**src/rtl/sm3_compress_ctrl_if.sv**
```systemverilog
// Handshake and data bundle between the SM3 host logic and the compression engine.
// The host drives start/block/chaining value; the engine returns busy/done/result.
interface sm3_compress_ctrl_if;
    logic         start;
    logic [511:0] block_in;
    logic [255:0] v_in;
    logic         busy;
    logic         done;
    logic [255:0] v_out;

    modport master (output start, block_in, v_in, input busy, done, v_out);
    modport slave  (input start, block_in, v_in, output busy, done, v_out);
endinterface

```
**src/rtl/sm3_compress_ctrl.sv**
```systemverilog
// Iterative SM3 compression: 64 rounds, one per clock, with on-the-fly message
// expansion from a 16-word sliding window. Result is V xor ABCDEFGH after round 63.
module sm3_compress_ctrl (
    input  logic               clk,
    input  logic               rst_n,
    sm3_compress_ctrl_if.slave bus
);
    typedef enum logic [1:0] {S_IDLE, S_RUN, S_FINISH} state_t;

    state_t       r_state;
    logic [5:0]   r_cnt;
    logic [31:0]  r_a, r_b, r_c, r_d, r_e, r_f, r_g, r_h;
    logic [255:0] r_vreg;
    logic [255:0] r_v_out;
    logic         r_busy;
    logic         r_done;
    logic [31:0]  r_w [16];

    function automatic logic [31:0] rotl(input logic [31:0] x, input logic [4:0] n);
        logic [63:0] d;
        d = {x, x} << n;
        return d[63:32];
    endfunction

    function automatic logic [31:0] p0(input logic [31:0] x);
        return x ^ rotl(x, 5'd9) ^ rotl(x, 5'd17);
    endfunction

    function automatic logic [31:0] p1(input logic [31:0] x);
        return x ^ rotl(x, 5'd15) ^ rotl(x, 5'd23);
    endfunction

    // Round datapath: everything below depends only on the current round registers.
    logic        w_early;
    logic [31:0] w_t, w_a12, w_ss1, w_ss2, w_ff, w_gg, w_tt1, w_tt2, w_w_new;

    assign w_early = (r_cnt < 6'd16);
    assign w_t     = w_early ? 32'h79cc4519 : 32'h7a879d8a;
    assign w_a12   = rotl(r_a, 5'd12);
    assign w_ss1   = rotl(w_a12 + r_e + rotl(w_t, r_cnt[4:0]), 5'd7);
    assign w_ss2   = w_ss1 ^ w_a12;
    assign w_ff    = w_early ? (r_a ^ r_b ^ r_c) : ((r_a & r_b) | (r_a & r_c) | (r_b & r_c));
    assign w_gg    = w_early ? (r_e ^ r_f ^ r_g) : ((r_e & r_f) | (~r_e & r_g));
    assign w_tt1   = w_ff + r_d + w_ss2 + (r_w[0] ^ r_w[4]);
    assign w_tt2   = w_gg + r_h + w_ss1 + r_w[0];
    assign w_w_new = p1(r_w[0] ^ r_w[7] ^ rotl(r_w[13], 5'd15)) ^ rotl(r_w[3], 5'd7) ^ r_w[10];

    // NOTE: all state updates use non-blocking assignments so every register
    // samples the pre-edge values of the round datapath.
    always_ff @(posedge clk or negedge rst_n) begin
        if (!rst_n) begin
            r_state <= S_IDLE;
            r_cnt   <= '0;
            r_busy  <= 1'b0;
            r_done  <= 1'b0;
            r_v_out <= '0;
            r_vreg  <= '0;
            {r_a, r_b, r_c, r_d, r_e, r_f, r_g, r_h} <= '0;
            // NOTE: the window is a small register array, so clearing it on reset
            // is cheap and keeps state fully defined after an aborted run.
            for (int k = 0; k < 16; k++) r_w[k] <= '0;
        end else begin
            case (r_state)
                S_IDLE: begin
                    r_done <= 1'b0;
                    r_busy <= bus.start;
                    if (bus.start) begin
                        r_vreg <= bus.v_in;
                        {r_a, r_b, r_c, r_d, r_e, r_f, r_g, r_h} <= bus.v_in;
                        for (int k = 0; k < 16; k++) r_w[k] <= bus.block_in[511 - 32*k -: 32];
                        r_cnt   <= '0;
                        r_state <= S_RUN;
                    end
                end
                S_RUN: begin
                    r_a <= w_tt1;
                    r_b <= r_a;
                    r_c <= rotl(r_b, 5'd9);
                    r_d <= r_c;
                    r_e <= p0(w_tt2);
                    r_f <= r_e;
                    r_g <= rotl(r_f, 5'd19);
                    r_h <= r_g;
                    for (int k = 0; k < 15; k++) r_w[k] <= r_w[k+1];
                    r_w[15] <= w_w_new;
                    r_cnt   <= r_cnt + 6'd1;
                    if (r_cnt == 6'd63) r_state <= S_FINISH;
                end
                S_FINISH: begin
                    r_v_out <= r_vreg ^ {r_a, r_b, r_c, r_d, r_e, r_f, r_g, r_h};
                    r_done  <= 1'b1;
                    r_state <= S_IDLE;
                end
                default: r_state <= S_IDLE;
            endcase
        end
    end

    assign bus.busy  = r_busy;
    assign bus.done  = r_done;
    assign bus.v_out = r_v_out;
endmodule

```
**src/flat_wrapper.sv**
```systemverilog
// flat-port wrapper written by rule: the top's interface ports become plain ports
module sm3_compress_ctrl_flat 
  (clk, rst_n, bus_start, bus_block_in, bus_v_in, bus_busy, bus_done, bus_v_out);
  sm3_compress_ctrl_if bus_i ();
  input  logic clk;
  input  logic rst_n;
  input wire logic [$bits(bus_i.start)-1:0] bus_start;
  input wire logic [$bits(bus_i.block_in)-1:0] bus_block_in;
  input wire logic [$bits(bus_i.v_in)-1:0] bus_v_in;
  output wire logic [$bits(bus_i.busy)-1:0] bus_busy;
  output wire logic [$bits(bus_i.done)-1:0] bus_done;
  output wire logic [$bits(bus_i.v_out)-1:0] bus_v_out;
  assign bus_i.start = bus_start;
  assign bus_i.block_in = bus_block_in;
  assign bus_i.v_in = bus_v_in;
  assign bus_busy = bus_i.busy;
  assign bus_done = bus_i.done;
  assign bus_v_out = bus_i.v_out;
  sm3_compress_ctrl u_core (.clk(clk), .rst_n(rst_n), .bus(bus_i));
endmodule
```
**config.mk**
```make
export PLATFORM = sky130hd
export DESIGN_NAME = sm3_compress_ctrl_flat
export DESIGN_NICKNAME = d
export VERILOG_FILES = /design/src/rtl/sm3_compress_ctrl_if.sv /design/src/rtl/sm3_compress_ctrl.sv /design/src/flat_wrapper.sv
export SDC_FILE = /design/constraint.sdc
export NUM_CORES = 2
export LEC_CHECK = 0
export ABC_AREA = 0
export CAP_MARGIN = 25
export CORE_MARGIN = 1.5
export CORE_UTILIZATION = 40
export CTS_CLUSTER_SIZE = 14
export DETAILED_ROUTE_END_ITERATION = 7
export SLEW_MARGIN = 5
export SYNTH_ARGS = -nofsm -noshare
export SYNTH_HDL_FRONTEND = slang
export SYNTH_SLANG_ARGS = --single-unit
```
**constraint.sdc**
```tcl
create_clock -name clk -period 8.38 [get_ports clk]
set_input_delay 1.676 -clock clk [delete_from_list [all_inputs] [get_ports clk]]
set_output_delay 1.676 -clock clk [all_outputs]
set_load 0.05 [all_outputs]
```
==> results.yml <==
status:
  status: "finished clean"
grt:
  antenna_found_initial: 32
  grt_use_total_pct: 35.5
  grt_pass1_wl_mm: 442
  grt_remaining_overflow: 0
  grt_pass1_vias: 60700
  grt_max_degree: 260
synth:
  synth_ff_type: "dfrtp_1"
  ys_types: 76
  synth_edf_count: 0
  ys_seq_area_share_pct: 46.8
  synth.avg_cell_area_um2: 8.73
  syn_area_um2: 68900
  yosysWarnings: 0
  syn_inst: 7891
  synthArstFlopShare_pct: 100
  synth.ff_latch_count: 1290
  syn-num-nets: 8948
worst_hold_path:
  holdCritPathClass: "reg -> reg"
  worstHoldStart: "u_core.bus.v_out[138]"
timing:
  tightest_slew_ns: 1.19
  hold_viol: 0
  tns_ns: 0
  slew_headroom_pct: 20.9
  period_minus_slack_ns: 8.18
  setup_viol: 0
  fmax_ghz: 0.122
  hold_ws_ns: 0.477
  period_share_pct: 97.7
  slew_viol_final: 0
  setup_ws_ns: 0.195
  skew_ns: 0.0299
critical_path:
  timing.rr.start: "u_core.r_cnt[5]"
  start_kind: "flop"
  cpPeakStageDelay_ns: 0.54
  critPathTopFamily: "compound AO/OA/AOI/OAI gates"
  critPathKind: "reg -> reg"
  crit_buf_inv: 8
  slowest_stage: "fa_1"
  crit_arrival_ns: 8.86
  crit_required_ns: 9.05
  crit_path_max_fanout: 7
  worstSetupEndpointType: "flop"
  critPathLaunch: "u_core.r_cnt[5]"
drt:
  vias: 62600
  ant_nets: 0
  drt_iter0_drc: 7174
  avgViaCountPerCell: 5.50
  drc: 0
  wl_per_cell_um: 27.6
  dr.pass1.iters: 8
  routed_wl_mm: 314
floorplan:
  ioPinCount: 1029
  initial_core_util_pct: 40.2
  die_area_um2: 175000
  core_area_um2: 171000
  num_rows: 152
  die_y_um: 418
  die_w_um: 418
clocking:
  cts_tree: "built"
  insertion_delay_ns: 0.84
  cts_sinks: 1290
  cts-root-buf: "clkbuf_16"
  postCtsHoldBufs: 0
  cts_max_level: 4
  cts_buffers: 147
  clock_path_buffers: 3
  clk_pin_slew_ns: 0.06
placement:
  place.gp.congestion: 0.986
  port_buffers: 1028
  hpwl_mm: 246
  preCtsSetupSlack_ns: -0.324
final_layout:
  final_common_cell: "nand2_1"
  final_util_pct: 52.0
  fillers: 16100
  final_cell_mix: "nand2_1, dfrtp_1, clkdlybuf4s50_1"
  fin_nets: 9999
  drive_above_1_share_pct: 8.37
  areaGrowthSynthToFinish_pct: 29.3
run:
  drv_cap: 0
-- worst reg2reg max path: cells and delay by family, from the launching register on --
family                   cells  cell delay [ns]
AO/OA/AOI/OAI               16             2.88
adder cells (fa/ha/maj)      6             2.20
flip-flops                   1             0.40
XOR/XNOR                     3             0.63
multiplexers                 1             0.29
buffers and inverters        8             0.86
AND/OR/NAND/NOR              4             0.76
-- metrics by stage --
stage | std cells | instance area [µm²]
after floorplan | 7891 | 69000
after global placement | 11100 | 83200
after detailed placement | 11100 | 83200
after CTS | 11300 | 88400
after global routing | 11400 | 89100
final | 11400 | 89100
-- Yosys cell counts, types with 30 or more instances --
cell type / instances / area share (%)
o21ai_0: 393 / 2.9
a31oi_1: 705 / 6.4
inv_1: 286 / 1.6
buf_1: 30 / 0.16
mux2i_1: 79 / 1.1
ha_1: 98 / 1.8
dfrtp_1: 1290 / 47
o22ai_1: 55 / 0.50
a21o_1: 35 / 0.38
nand2_1: 2324 / 13
fa_1: 188 / 5.5
nor2_1: 799 / 4.4
a21oi_1: 166 / 1.2
xnor2_1: 594 / 7.5
xor2_1: 93 / 1.2
clkbuf_1: 445 / 2.4
-- kinds of logic after synthesis --
| kind of cell | Yosys count | synth area share (%) |
|---|---|---|
| simple gates | 3240 | 18.0 |
| compound gates | 1523 | 13.5 |
| flops | 1290 | 46.8 |
| buf+inv | 770 | 4.21 |
| xor+xnor | 693 | 8.88 |
| fa+ha+maj | 286 | 7.24 |
| mux | 89 | 1.31 |
-- registers in the layout (all words and copies together), names as in the netlist --
| register | flops |
|---|---|
| u_core.bus.busy | 1 |
| u_core.bus.done | 1 |
| u_core.bus.v_out | 256 |
| u_core.r_a | 32 |
| u_core.r_b | 32 |
| u_core.r_c | 32 |
| u_core.r_cnt | 6 |
| u_core.r_d | 32 |
| u_core.r_e | 32 |
| u_core.r_f | 32 |
| u_core.r_g | 32 |
| u_core.r_h | 32 |
| u_core.r_state | 2 |
| u_core.r_vreg | 256 |
| u_core.r_w | 512 |
-- final timing paths --
kind                                         endpoint  depth (start not counted)  slack, ns
worst min-delay path            u_core.bus.v_out[138]                          2       0.48
worst max register to register         u_core.r_e[28]                         38       0.20
worst min register to register  u_core.bus.v_out[138]                          2       0.48
min in group asynchronous             u_core.r_w[433]                          1       0.82
max in group asynchronous           u_core.r_vreg[33]                          3       5.60
worst max-delay path                   u_core.r_e[28]                         38       0.20
-- area by class of cell --
class	instances	area (µm²)	share of cell area (%)
tap	2310	2890	3.24
timing repair buffer	1384	13400	15.0
multi-input combinational	5831	34400	38.6
clock buffer	209	4260	4.78
inverter	288	1080	1.22
sequential	1290	32300	36.2
antenna	22	55.1	0.0618
clock inverter	54	769	0.863
-- timing repair --
action | CTS | global route
endpoints found under the setup margin | 35 | 47
pin swaps | 15 | 76
resized for setup | 23 | 126
setup buffers | 3 | 20
-- metal layers --
metal | part of all wire (%) | global-route usage [%] | up-vias | wire, µm
met2 | 46 | 55.9 | 2613 | 145000
met4 | 6.0 | 18.3 | 12 | 18700
met3 | 6.7 | 5.95 | 576 | 20900
met5 | 0.023 | 0 | - | 71
li1 | - | - | 28100 | -
met1 | 41 | 46.9 | 31300 | 129000
Power is left out: the tool's default activity adds up to more than one toggle a clock period on the data nets, which glitch-free logic cannot reach.
==> edit (config.mk and constraints unchanged) <==
Make the reset (`rst_n`) synchronous in one clocked block.
--- a/src/rtl/sm3_compress_ctrl.sv
+++ b/src/rtl/sm3_compress_ctrl.sv
@@ -47,7 +47,7 @@
 
     // NOTE: all state updates use non-blocking assignments so every register
     // samples the pre-edge values of the round datapath.
-    always_ff @(posedge clk or negedge rst_n) begin
+    always_ff @(posedge clk) begin
         if (!rst_n) begin
             r_state <= S_IDLE;
             r_cnt   <= '0;
Function: not settled (the Yosys comparison gave no result); the edit may change what the design does.
==> edit against the original RTL <==
  * Sequential share of layout area decreased by 0.12 points
  * Worst setup slack improved by 0.073 ns
  * Die area is 3.6% lower
  * Sequential cell count is the same
  * Wire length decreased by 0.97%
  * Core utilization about the same
  * Synthesized area down 3.7%
  * Count of clock-buffer cells in the layout is 13 lower
  * Non-clock buffer count is 49 lower
  * Cell area shrank 3.8%
  * Via count fell by 4.8%
Power is left out: it rests on default switching activity, and per cell area and clock period it moved more than threefold.
==> edit: results (changes against the original RTL) <==
Global routing
  – Largest net degree at the start of global routing: 234 (was 260)
  – Total GRT Usage: 0.357 (was 0.355)
  – Wire length of the first global-routing pass: 427000 um (was 442000 um)
  – Vias in the first global route: 56800 (was 60700)

Place
  – RePlAce Congestion: 1.02 (was 0.986)
  – Pre-CTS WS: -0.190 ns (was -0.324 ns)
  – Post-DP HPWL: 241000 um (was 246000 um)

Drt
  – Via density: 5.61 (was 5.50)
  – Total Routed Length: 311000 um (was 314000 um)
  – Drt initial violations: 7202 (was 7174)
  – DR pass1 iterations: 6 (was 8)

STA
  – Clk_skew: 0.0476 ns (was 0.0299 ns)
  – Final period utilization: 0.968 (was 0.977)
  – Worst slew margin: 0.146 (was 0.209)

Synthesis
  – Most frequent cells after synthesis: nand2_1 (1776), a21oi_1 (854), dfxtp_1 (778), xnor2_1 (574), edfxtp_1 (512) (was nand2_1 (2324), dfrtp_1 (1290), nor2_1 (799), a31oi_1 (705), xnor2_1 (594))
  – Unique cell type count in the Yosys netlist: 91 (was 76)
  – Post-synth ARST share: 0 (was 1.00)
  – Sequential area share after synthesis: 0.466 (was 0.468)
  – Largest cells by area after synthesis: dfxtp_1 (23%), edfxtp_1 (23%), nand2_1 (10%) (was dfrtp_1 (47%), nand2_1 (13%), xnor2_1 (7.5%))
  – Post-synth EDFFs: 512 (was 0)

Worst setup path
  – Worst r2r dst: u_core.r_a[28] (was u_core.r_e[28])
  – Cells on worst reg2reg path: 37 (was 38)
  – Biggest cell delay along the critical path: 0.51 ns (was 0.54 ns)
  – FF-to-FF setup slack: 0.27 ns (was 0.20 ns)
  – Arrival @ worst endpoint: 8.85 ns (was 8.86 ns)
  – Reg-to-Reg Start: u_core.r_cnt[5] (unchanged)

Clock tree
  – Post-CTS setup repair buffer count: 1 (was 3)
  – CTS buffer count: 146 (was 147)

Layout
  – Layout cells sized above 1: 0.0876 (was 0.0837)
  – Nets@finish: 9343 (was 9999)
  – Layout fillers: 15500 (was 16100)

Status
  – Status: finished, final reports clean (unchanged)

Worst hold path
  – Worst hold start: u_core.r_vreg[114] (was u_core.bus.v_out[138])
-- edit: cell type report --
cell class	count	area (sq um)	share of cell area
well taps	2189	2740	0.0320
diodes	18	45.0	0.000526
repair buffers	1335	12800	0.150
flip-flops and latches	1290	31000	0.361
clock inverters	70	790	0.00921
multi-input cells	5204	33100	0.386
inverters	309	1190	0.0139
clock buffers	196	4070	0.0475
-- edit: cell families (layout without fill, tap and decap cells) --
group / Yosys count / in the layout / share of synthesized area
AO/OA/AOI/OAI: 1792 / 1792 / 0.171
XOR/XNOR: 689 / 689 / 0.0922
adder cells (fa/ha/maj): 288 / 288 / 0.0755
buffers and inverters: 783 / 1910 / 0.0443
flip-flops: 1290 / 1290 / 0.466
multiplexers: 88 / 88 / 0.0136
other: 0 / 18 / 0
AND/OR/NAND/NOR: 2347 / 2347 / 0.137
-- edit: worst max-delay path, delay by kind of cell (launching register included) --
| kind | cells | cell delay [ns] |
|---|---|---|
| compound gates | 15 | 3.22 |
| fa+ha+maj | 6 | 2.14 |
| simple gates | 6 | 1.07 |
| buf+inv | 8 | 1.01 |
| flops | 1 | 0.33 |
| xor+xnor | 1 | 0.16 |
| mux | 1 | 0.08 |
-- edit: routing by layer --
layer	routed length, um	global-route usage	up-vias
met3	24700	0.0633	581
met1	123000	0.459	29200
met2	145000	0.573	2849
li1	-	-	26900
met5	143	0	-
met4	18500	0.188	24
-- edit: stage by stage --
step / utilization / instances / cell area (sq um)
floorplan: - / 7277 / 66500
global placement: 0.486 / 10300 / 80100
detailed placement: 0.486 / 10300 / 80200
CTS: 0.516 / 10600 / 85100
global route: 0.520 / 10600 / 85700
finish: 0.520 / 10600 / 85700
